--- src/rtl/aw_xbar_router_if.sv ---
// AW-channel bundle between the crossbar and its attached masters/slaves.
// Modport master is the crossbar's view; modport slave is the surrounding bus environment.
interface aw_xbar_router_if #(
  parameter int NUM_M  = 3,
  parameter int NUM_S  = 8,
  parameter int ID_W   = 4,
  parameter int ADDR_W = 32,
  parameter int LEN_W  = 4,
  parameter int SIZE_W = 3
);
  localparam int MW = $clog2(NUM_M);
  localparam int IW = ID_W + MW;

  logic [NUM_M*ID_W-1:0]   AWID_M;
  logic [NUM_M*ADDR_W-1:0] AWADDR_M;
  logic [NUM_M*LEN_W-1:0]  AWLEN_M;
  logic [NUM_M*SIZE_W-1:0] AWSIZE_M;
  logic [NUM_M*2-1:0]      AWBURST_M;
  logic [NUM_M-1:0]        AWVALID_M;
  logic [NUM_M-1:0]        AWREADY_M;

  logic [NUM_S*IW-1:0]     AWID_S;
  logic [NUM_S*ADDR_W-1:0] AWADDR_S;
  logic [NUM_S*LEN_W-1:0]  AWLEN_S;
  logic [NUM_S*SIZE_W-1:0] AWSIZE_S;
  logic [NUM_S*2-1:0]      AWBURST_S;
  logic [NUM_S-1:0]        AWVALID_S;
  logic [NUM_S-1:0]        AWREADY_S;

  logic [NUM_S-1:0]        WROUTE_VALID;
  logic [NUM_S*MW-1:0]     WROUTE_MST;
  logic [NUM_S-1:0]        WROUTE_READY;

  modport master (
    input  AWID_M, AWADDR_M, AWLEN_M, AWSIZE_M, AWBURST_M, AWVALID_M,
    output AWREADY_M,
    output AWID_S, AWADDR_S, AWLEN_S, AWSIZE_S, AWBURST_S, AWVALID_S,
    input  AWREADY_S,
    output WROUTE_VALID, WROUTE_MST,
    input  WROUTE_READY
  );

  modport slave (
    output AWID_M, AWADDR_M, AWLEN_M, AWSIZE_M, AWBURST_M, AWVALID_M,
    input  AWREADY_M,
    input  AWID_S, AWADDR_S, AWLEN_S, AWSIZE_S, AWBURST_S, AWVALID_S,
    output AWREADY_S,
    input  WROUTE_VALID, WROUTE_MST,
    output WROUTE_READY
  );
endinterface

--- src/rtl/aw_xbar_router.sv ---
// AXI write-address crossbar: per-slave round-robin arbitration with grant held to the
// AW handshake, AWID extended with the master index, and an in-order W-route push per AW.
module aw_xbar_router #(
  parameter int NUM_M   = 3,
  parameter int NUM_S   = 8,
  parameter int ID_W    = 4,
  parameter int ADDR_W  = 32,
  parameter int LEN_W   = 4,
  parameter int SIZE_W  = 3,
  parameter int SEL_LSB = 16
) (
  input logic            ACLK,
  input logic            ARESET,
  aw_xbar_router_if.master bus
);
  localparam int MW = $clog2(NUM_M);
  localparam int SW = $clog2(NUM_S);
  localparam int IW = ID_W + MW;

  typedef enum logic {IDLE = 1'b0, BUSY = 1'b1} state_e;

  state_e          state_q [NUM_S];
  state_e          state_d [NUM_S];
  logic [MW-1:0]   gnt_q   [NUM_S];
  logic [MW-1:0]   gnt_d   [NUM_S];
  logic [MW-1:0]   ptr_q   [NUM_S];
  logic [MW-1:0]   ptr_d   [NUM_S];

  logic [SW-1:0]   dec     [NUM_M];
  logic [NUM_M-1:0] req    [NUM_S];
  logic [NUM_S-1:0] pick_vld;
  logic [MW-1:0]   pick_m  [NUM_S];
  logic [NUM_S-1:0] hs;

  // Out-of-range slave indices fall through to the last slave.
  always_comb begin
    for (int m = 0; m < NUM_M; m++) begin
      dec[m] = bus.AWADDR_M[m*ADDR_W+SEL_LSB +: SW];
      if (32'(dec[m]) >= 32'(NUM_S)) dec[m] = SW'(NUM_S-1);
    end
  end

  always_comb begin
    for (int s = 0; s < NUM_S; s++) begin
      for (int m = 0; m < NUM_M; m++) begin
        req[s][m] = bus.AWVALID_M[m] && (dec[m] == SW'(s));
      end
    end
  end

  // Round-robin scan starting at ptr_q, wrapping modulo NUM_M.
  always_comb begin
    int cand;
    cand     = 0;
    pick_vld = '0;
    for (int s = 0; s < NUM_S; s++) begin
      pick_m[s] = '0;
      for (int k = 0; k < NUM_M; k++) begin
        cand = int'(ptr_q[s]) + k;
        if (cand >= NUM_M) cand = cand - NUM_M;
        if (!pick_vld[s] && req[s][cand]) begin
          pick_vld[s] = 1'b1;
          pick_m[s]   = MW'(cand);
        end
      end
    end
  end

  always_comb begin
    int g;
    g                = 0;
    hs               = '0;
    bus.AWREADY_M    = '0;
    bus.AWID_S       = '0;
    bus.AWADDR_S     = '0;
    bus.AWLEN_S      = '0;
    bus.AWSIZE_S     = '0;
    bus.AWBURST_S    = '0;
    bus.AWVALID_S    = '0;
    bus.WROUTE_VALID = '0;
    bus.WROUTE_MST   = '0;
    for (int s = 0; s < NUM_S; s++) begin
      if (state_q[s] == BUSY) begin
        g = int'(gnt_q[s]);
        bus.AWVALID_S[s]                  = bus.AWVALID_M[g];
        bus.AWID_S[s*IW +: IW]            = {gnt_q[s], bus.AWID_M[g*ID_W +: ID_W]};
        bus.AWADDR_S[s*ADDR_W +: ADDR_W]  = bus.AWADDR_M[g*ADDR_W +: ADDR_W];
        bus.AWLEN_S[s*LEN_W +: LEN_W]     = bus.AWLEN_M[g*LEN_W +: LEN_W];
        bus.AWSIZE_S[s*SIZE_W +: SIZE_W]  = bus.AWSIZE_M[g*SIZE_W +: SIZE_W];
        bus.AWBURST_S[s*2 +: 2]           = bus.AWBURST_M[g*2 +: 2];
        if (bus.AWREADY_S[s]) bus.AWREADY_M[g] = 1'b1;
        hs[s]                             = bus.AWVALID_M[g] && bus.AWREADY_S[s];
        bus.WROUTE_VALID[s]               = hs[s];
        bus.WROUTE_MST[s*MW +: MW]        = gnt_q[s];
      end
    end
  end

  // A grant is only issued when the route FIFO can take the entry its handshake will push.
  always_comb begin
    for (int s = 0; s < NUM_S; s++) begin
      state_d[s] = state_q[s];
      gnt_d[s]   = gnt_q[s];
      ptr_d[s]   = ptr_q[s];
      case (state_q[s])
        IDLE: begin
          if (pick_vld[s] && bus.WROUTE_READY[s]) begin
            gnt_d[s]   = pick_m[s];
            state_d[s] = BUSY;
          end
        end
        BUSY: begin
          if (hs[s]) begin
            state_d[s] = IDLE;
            ptr_d[s]   = (int'(gnt_q[s]) == NUM_M-1) ? '0 : gnt_q[s] + MW'(1);
          end
        end
      endcase
    end
  end

  always_ff @(posedge ACLK or posedge ARESET) begin
    if (ARESET) begin
      for (int s = 0; s < NUM_S; s++) begin
        state_q[s] <= IDLE;
        gnt_q[s]   <= '0;
        ptr_q[s]   <= '0;
      end
    end else begin
      for (int s = 0; s < NUM_S; s++) begin
        state_q[s] <= state_d[s];
        gnt_q[s]   <= gnt_d[s];
        ptr_q[s]   <= ptr_d[s];
      end
    end
  end
endmodule

--- src/flat_wrapper.sv ---
// flat-port wrapper written by rule: the top's interface ports become plain ports
module aw_xbar_router_flat 
#(
  parameter int NUM_M   = 3,
  parameter int NUM_S   = 8,
  parameter int ID_W    = 4,
  parameter int ADDR_W  = 32,
  parameter int LEN_W   = 4,
  parameter int SIZE_W  = 3,
  parameter int SEL_LSB = 16
)
  (ACLK, ARESET, bus_AWID_M, bus_AWADDR_M, bus_AWLEN_M, bus_AWSIZE_M, bus_AWBURST_M, bus_AWVALID_M, bus_AWREADY_M, bus_AWID_S, bus_AWADDR_S, bus_AWLEN_S, bus_AWSIZE_S, bus_AWBURST_S, bus_AWVALID_S, bus_AWREADY_S, bus_WROUTE_VALID, bus_WROUTE_MST, bus_WROUTE_READY);
  aw_xbar_router_if #(.NUM_M(NUM_M), .NUM_S(NUM_S), .ID_W(ID_W), .ADDR_W(ADDR_W), .LEN_W(LEN_W), .SIZE_W(SIZE_W)) bus_i ();
  input logic ACLK;
  input logic ARESET;
  input wire logic [$bits(bus_i.AWID_M)-1:0] bus_AWID_M;
  input wire logic [$bits(bus_i.AWADDR_M)-1:0] bus_AWADDR_M;
  input wire logic [$bits(bus_i.AWLEN_M)-1:0] bus_AWLEN_M;
  input wire logic [$bits(bus_i.AWSIZE_M)-1:0] bus_AWSIZE_M;
  input wire logic [$bits(bus_i.AWBURST_M)-1:0] bus_AWBURST_M;
  input wire logic [$bits(bus_i.AWVALID_M)-1:0] bus_AWVALID_M;
  output wire logic [$bits(bus_i.AWREADY_M)-1:0] bus_AWREADY_M;
  output wire logic [$bits(bus_i.AWID_S)-1:0] bus_AWID_S;
  output wire logic [$bits(bus_i.AWADDR_S)-1:0] bus_AWADDR_S;
  output wire logic [$bits(bus_i.AWLEN_S)-1:0] bus_AWLEN_S;
  output wire logic [$bits(bus_i.AWSIZE_S)-1:0] bus_AWSIZE_S;
  output wire logic [$bits(bus_i.AWBURST_S)-1:0] bus_AWBURST_S;
  output wire logic [$bits(bus_i.AWVALID_S)-1:0] bus_AWVALID_S;
  input wire logic [$bits(bus_i.AWREADY_S)-1:0] bus_AWREADY_S;
  output wire logic [$bits(bus_i.WROUTE_VALID)-1:0] bus_WROUTE_VALID;
  output wire logic [$bits(bus_i.WROUTE_MST)-1:0] bus_WROUTE_MST;
  input wire logic [$bits(bus_i.WROUTE_READY)-1:0] bus_WROUTE_READY;
  assign bus_i.AWID_M = bus_AWID_M;
  assign bus_i.AWADDR_M = bus_AWADDR_M;
  assign bus_i.AWLEN_M = bus_AWLEN_M;
  assign bus_i.AWSIZE_M = bus_AWSIZE_M;
  assign bus_i.AWBURST_M = bus_AWBURST_M;
  assign bus_i.AWVALID_M = bus_AWVALID_M;
  assign bus_AWREADY_M = bus_i.AWREADY_M;
  assign bus_AWID_S = bus_i.AWID_S;
  assign bus_AWADDR_S = bus_i.AWADDR_S;
  assign bus_AWLEN_S = bus_i.AWLEN_S;
  assign bus_AWSIZE_S = bus_i.AWSIZE_S;
  assign bus_AWBURST_S = bus_i.AWBURST_S;
  assign bus_AWVALID_S = bus_i.AWVALID_S;
  assign bus_i.AWREADY_S = bus_AWREADY_S;
  assign bus_WROUTE_VALID = bus_i.WROUTE_VALID;
  assign bus_WROUTE_MST = bus_i.WROUTE_MST;
  assign bus_i.WROUTE_READY = bus_WROUTE_READY;
  aw_xbar_router #(.NUM_M(NUM_M), .NUM_S(NUM_S), .ID_W(ID_W), .ADDR_W(ADDR_W), .LEN_W(LEN_W), .SIZE_W(SIZE_W), .SEL_LSB(SEL_LSB)) u_core (.ACLK(ACLK), .ARESET(ARESET), .bus(bus_i));
endmodule
--- config.mk ---
export PLATFORM = sky130hd
export DESIGN_NAME = aw_xbar_router_flat
export DESIGN_NICKNAME = d
export VERILOG_FILES = /design/src/rtl/aw_xbar_router_if.sv /design/src/rtl/aw_xbar_router.sv /design/src/flat_wrapper.sv
export SDC_FILE = /design/constraint.sdc
export NUM_CORES = 1
export LEC_CHECK = 0
export BUFFER_PORTS_ARGS = -buffer_cell sky130_fd_sc_hd__buf_2
export CORE_AREA = 5 5 216 218
export DETAILED_ROUTE_END_ITERATION = 16
export DIE_AREA = 0 0 221 223
export GPL_TIMING_DRIVEN = 0
export PLACE_DENSITY = 0.68
export SLEW_MARGIN = 10
export SYNTH_ARGS = -nofsm -noshare
export SYNTH_HDL_FRONTEND = slang
export SYNTH_SLANG_ARGS = --single-unit
--- constraint.sdc ---
create_clock -name ACLK -period 3.3 [get_ports ACLK]
set_input_delay 0.33 -clock ACLK [delete_from_list [all_inputs] [get_ports ACLK]]
set_output_delay 0.33 -clock ACLK [all_outputs]
set_load 0.02 [all_outputs]
## Yosys cells after proc, flatten, opt, wreduce, memory -nomap -nowiden

Index checks and enable logic that the tools add are counted.
W data, S select, Z words.

- Register bits: 40
- Input port bits: 156
- Output and inout port bits: 411

- $add $sub $neg: 48
- Multipliers: 8
- Magnitude comparators: 64
- Eq/ne operators: 29
- Shift operators: 40
- Muxes and demuxes: 288
- Bitwise logic cells: 15
- Reduce and logical (&&, ||, !) cells: 99

Operators with widths:

| operator | number |
|---|---|
| $mux W32 | 32 |
| $lt A32 B4 Y1 const B | 24 |
| $shiftx A96 B8 Y32 | 8 |
| $ge A32 B3 Y1 const B | 16 |
| $sub A32 B3 Y32 const B | 16 |
| $shiftx A9 B32 Y3 | 8 |
| $shiftx A12 B5 Y4 | 16 |
| $mux W1 | 120 |
| $mux W2 | 48 |
| $mux W3 | 24 |
| $bmux W1 S2 | 32 |
| $logic_and A1 B1 Y1 | 64 |
| $mux W6 | 8 |
| $shiftx A6 B4 Y2 | 8 |
| $eq A3 B3 Y1 const B | 12 |
| $mul A2 B2 Y4 const B | 8 |
| $mux W4 | 8 |
| $reduce_and A2 Y1 | 16 |
| $add A2 B1 Y3 const B | 8 |
| $add A2 B2 Y3 const B | 8 |
| $lt A2 B3 Y1 const B | 8 |
| $sub A2 B2 Y3 const B | 8 |
| $or A3 B3 Y3 | 7 |
| $eq A3 B2 Y1 const B | 6 |
| 10 further kinds | 78 |

## Depth between registers and ports, before layout

- Depth after elaboration: 27
- Gate-level depth with buffers: 8
- Mapped depth without buffers: 7

## Worst setup path before layout

No wires, ideal clock.

- Path kind: register -> output
- Start point: reg u_core.gnt_q[6] in the netlist's numbering
- End point: out bus_WROUTE_MST[8]
- Data arrival time: 1.815 ns
- Required time: 2.970 ns
- Setup slack: 1.155 ns
- Cell stages (with the launch flop): 6
- Path buffers: 4
- Cell sequence: dfrtp_1 > clkbuf_1 > buf_1 > clkbuf_1 > and2_1 > buf_4

- Longest elaborated chain between the ends: 1

Ends and longest elaborated chain:

| item | line | text |
|---|---|---|
| from (decl) | aw_xbar_router.sv:24 | `logic [MW-1:0] gnt_q [NUM_S];` |
| from (signal, indexed assignment) | aw_xbar_router.sv:132 | `gnt_q[s] <= gnt_d[s];` |
| $mux W2 | aw_xbar_router.sv:83 | `if (state_q[s] == BUSY) begin` |
| to (decl) | flat_wrapper.sv:31 | `output wire logic [$bits(bus_i.WROUTE_MST)-1:0] bus_WROUTE_MST;` |

No other way between the ends.

## Worst setup path after layout

- Start point: reg u_core.gnt_q[2] in the netlist's numbering
- End point: out bus_AWADDR_S[219]

- Longest elaborated chain between the ends: 2

Ends and longest elaborated chain:

| item | line | text |
|---|---|---|
| $shiftx A96 B8 Y32 | aw_xbar_router.sv:87 | `bus.AWADDR_S[s*ADDR_W +: ADDR_W] = bus.AWADDR_M[g*ADDR_W +: ADDR_W];` |
| $mux W32 | aw_xbar_router.sv:83 |  |
| to (decl) | flat_wrapper.sv:24 | `output wire logic [$bits(bus_i.AWADDR_S)-1:0] bus_AWADDR_S;` |

No other way between the ends.

==> impl_results.md <==
- DIE HEIGHT: 223 um
- Met2 wire len: 41,300 um
- Worst hold-check path type: in2reg
- 1st-iter DRT viols: 2,985
- Max-Cap Viols: 0
- Synth area leaders: mux2i_1, nor2_1, a21oi_1
- Largest net degree at the start of global routing: 36
- Sw Pwr: 13.3 mW
- Seq cells post-synth: 40
- IO Port Bufs: 436
- Worst Tran Pin Value: 1270 ps
- Pwr Density: 1160 nW/um^2
- Initial Utilization: 30.9%
- GR Overflow Total: 0
- Synth unique cells: 72
- Reg power frac: 4.5%
- Met1 wire length: 36,300 um
- Detail Route Antenna Nets: 0
- Final setup viols: 3
- Setup crit start kind: flop
- Skew-Pair Late Insertion Delay: 300 ps
- Sink Count: 40
- Post-synth ARST share: 100%
- Largest family of logic cells by synthesized area: multiplexers
- Ys flop type: dfrtp_1
- Worst Path Arrival: 3030 ps
- Via count: 19,700
- CP max-delay cell: buf_1
- Syn nets: 2,430
- All-layer global routing usage: 35.3%
- Placement Rows: 78
- Mapped cell area: 13,800 sq um
- Critical Path Sink Type: primary output
- Die W: 221 um
- Avg Inst Size Synth: 6.14 sq um
- Number of CTS-inserted buffers: 5
- Sw frac: 67.7%
- Endpoints failing hold: 0
- Layout Area Growth over Synthesis: 22.8%
- F_max: 297 MHz
- Largest fanout on the critical path: 19
- Layout Skew: 13.5 ps
- Post-route core utilization: 38.0%
- Final period utilization: 102%
- Max Used Layer: met4
- Post-synthesis mux area share: 28.6%
- Crit-path cells: buf_2 > buf_1 > mux2i_1 > nor2_1 > a21oi_1 > nor2_1 > buf_2
- Slew HR: 15.4%
- Failing checks: negative setup slack
- CTS tree: done
- Fin nets: 2,874
- Worst-path clk slew: 70 ps
- Post-synthesis xor/xnor area fraction: 0%
- Status: complete, but fails checks
- LEAKAGE: 7.72 nW
- Sequential cell area fraction in the yosys report: 7.25%
- Cell Int Power: 6.34 mW
- Yosys warns: 0
- IO Count: 567
- H-tree Lvls: 2
- Clk buf depth: 2
- Post-CTS setup buffer count: 0
- CP Class: reg2out
- Routed length on met3: 11,100 um
- RSZ-0062 raised after global routing: no
- Post-detail-place hpwl: 71,300 um
- Crit path max-delay family: buffers and inverters
- Min setup slack post-route: -64.6 ps
- Setup Slack @ Placement: -168 ps
- Post-Synthesis Cells: 2,250
- Initial antenna violation count: 3
- Combinational Power Share: 93.0%
- Die area: 49,300 sq um
- Vias in the first global route: 18,400
- Core area: 44,700 sq um
- Post-Synth Simple-Gate Area: 27.4%
- Peak supply drop: 0.581 mV
- Post-Route WL: 94,600 um
- Share of layout cells above drive strength 1: 22.5%
- Share of the synthesized area in the top cell type: 27.1%
- CP required: 2970 ps
- GPL Wtd Cong: 0.969
- Clk pwr share: 2.5%
- Crit path largest cell delay: 800 ps
- DRC: 0
- EDFF count, synth: 0
- Synth area leader: mux2i_1
- Final min period: 3360 ps
- Vias per std cell: 5.97
- Pre-antenna DRT Iters: 8
- Wire length of the first global-routing pass: 131,000 um
- Max-slew violation count: 0
- Post-synthesis adder-cell area fraction: 2.17%
- Clk root buf: clkbuf_16
- Fill count: 5,080
- Synth Area in Compound Gates: 22.5%
- Worst Path Buf+Inv: 3
- WL/cell: 28.7 um
[routing by layer]
metal / GRT usage, % / vias up
li1: - / 8514
met4: 17.7 / 0
met3: 8.49 / 331
met1: 44.7 / 9105
met2: 56.0 / 1740
met5: 0 / -
[repair_timing]
| item | in CTS | in global routing |
|---|---|---|
| hold endpoints to repair | 5 | 0 |
| endpoints found under the setup margin | 117 | 34 |
| hold buffers | 1 | 0 |
| gates resized for setup | 20 | 20 |
[synthesized netlist by cell type, drive strengths merged, types with 6 or more instances]
cell / instances
mux2: 18
inv: 47
a31oi: 6
ha: 24
or4: 6
nand3: 8
mux2i: 374
o22a: 92
o22ai: 10
dfrtp: 40
nand4b: 15
a21oi: 312
o21ai: 19
nor3: 15
buf: 114
nor2b: 21
nor2: 677
clkbuf: 232
o31ai: 8
nand4: 7
and2: 12
nand2: 107
[area by class of cell]
| class | count | area [sq um] | area share [%] |
|---|---|---|---|
| diodes | 3 | 7.51 | 0.0442 |
| well taps | 600 | 751 | 4.42 |
| flip-flops and latches | 40 | 1000 | 5.90 |
| multi-input cells | 1817 | 11200 | 65.8 |
| clock buffers | 6 | 129 | 0.760 |
| plain buffers | 345 | 1520 | 8.98 |
| repair buffers | 438 | 2210 | 13.0 |
| clock inverters | 1 | 5.00 | 0.0295 |
| inverters | 47 | 176 | 1.04 |
[cell usage in the layout, fill, tap and decap left out, types with 6 or more instances in the layout]
cell,count
and2_1,12
ha_1,24
dfrtp_1,40
nand3_1,8
clkbuf_1,176
buf_4,19
a21oi_1,312
o21ai_0,18
a31oi_1,6
buf_1,47
mux2_2,16
nor2b_1,21
or4_1,6
o22a_1,92
mux2i_1,374
nor2_1,675
nor3_1,15
nand4b_1,14
nand4_1,7
inv_1,45
nand2_1,107
clkbuf_2,60
o22ai_1,9
o31ai_1,8
buf_2,475
[power by group through the flow]
stage	Clock, mW	Sequential [mW]	Combinational (mW)
after floorplan	0	0.821	11.2
after global placement	0	0.873	17.7
after detailed placement	0	0.881	17.7
after CTS	0.492	0.873	17.8
after global routing	0.510	0.903	19.1
final	0.496	0.879	18.2
[path summary, 6_finish.rpt]
path | slack [ps] | end | start | cells after the start
worst max register to register | 650 | u_core.ptr_q[5] | u_core.gnt_q[5] | 6
worst max-delay path | -60 | bus_AWADDR_S[219] | u_core.gnt_q[2] | 7
min in group asynchronous | 470 | u_core.state_q[2] | ARESET | 3
worst min register to register | 560 | u_core.state_q[6] | u_core.state_q[6] | 1
worst min-delay path | 310 | u_core.state_q[3] | bus_WROUTE_READY[4] | 3
max in group asynchronous | 2360 | u_core.ptr_q[9] | ARESET | 4
[worst reg2reg max path: cells and delay by family, from the launching register on]
family / cells / cell delay [ps]
AND/OR/NAND/NOR: 2 / 950
buffers and inverters: 2 / 680
multiplexers: 1 / 380
flip-flops: 1 / 320
AO/OA/AOI/OAI: 1 / 200
[cells by family (layout without fill, tap and decap cells)]
group                      Yosys count  in the layout
adders and majority gates           24             24
AOI/OAI and AO/OA                  500            500
buffers and inverters              393            837
other                                0              3
muxes                              392            392
and+or+nand+nor                    901            901
DFF                                 40             40
[registers in the layout (all words and copies together), names as in the netlist]
signal          count
u_core.gnt_q       16
u_core.ptr_q       16
u_core.state_q      8
[through the flow]
step,cells,area [sq um],hold slack (ps),total power [mW],setup TNS [ps]
floorplan,2250,13800,477,12.0,0
global placement,3286,16700,525,18.6,-538
detailed placement,3287,16800,253,18.6,-630
CTS,3294,17000,311,19.2,-15.1
global route,3297,17000,334,20.5,0
finish,3297,17000,307,19.6,-140
No activity file was read; power rests on OpenSTA's default activity.
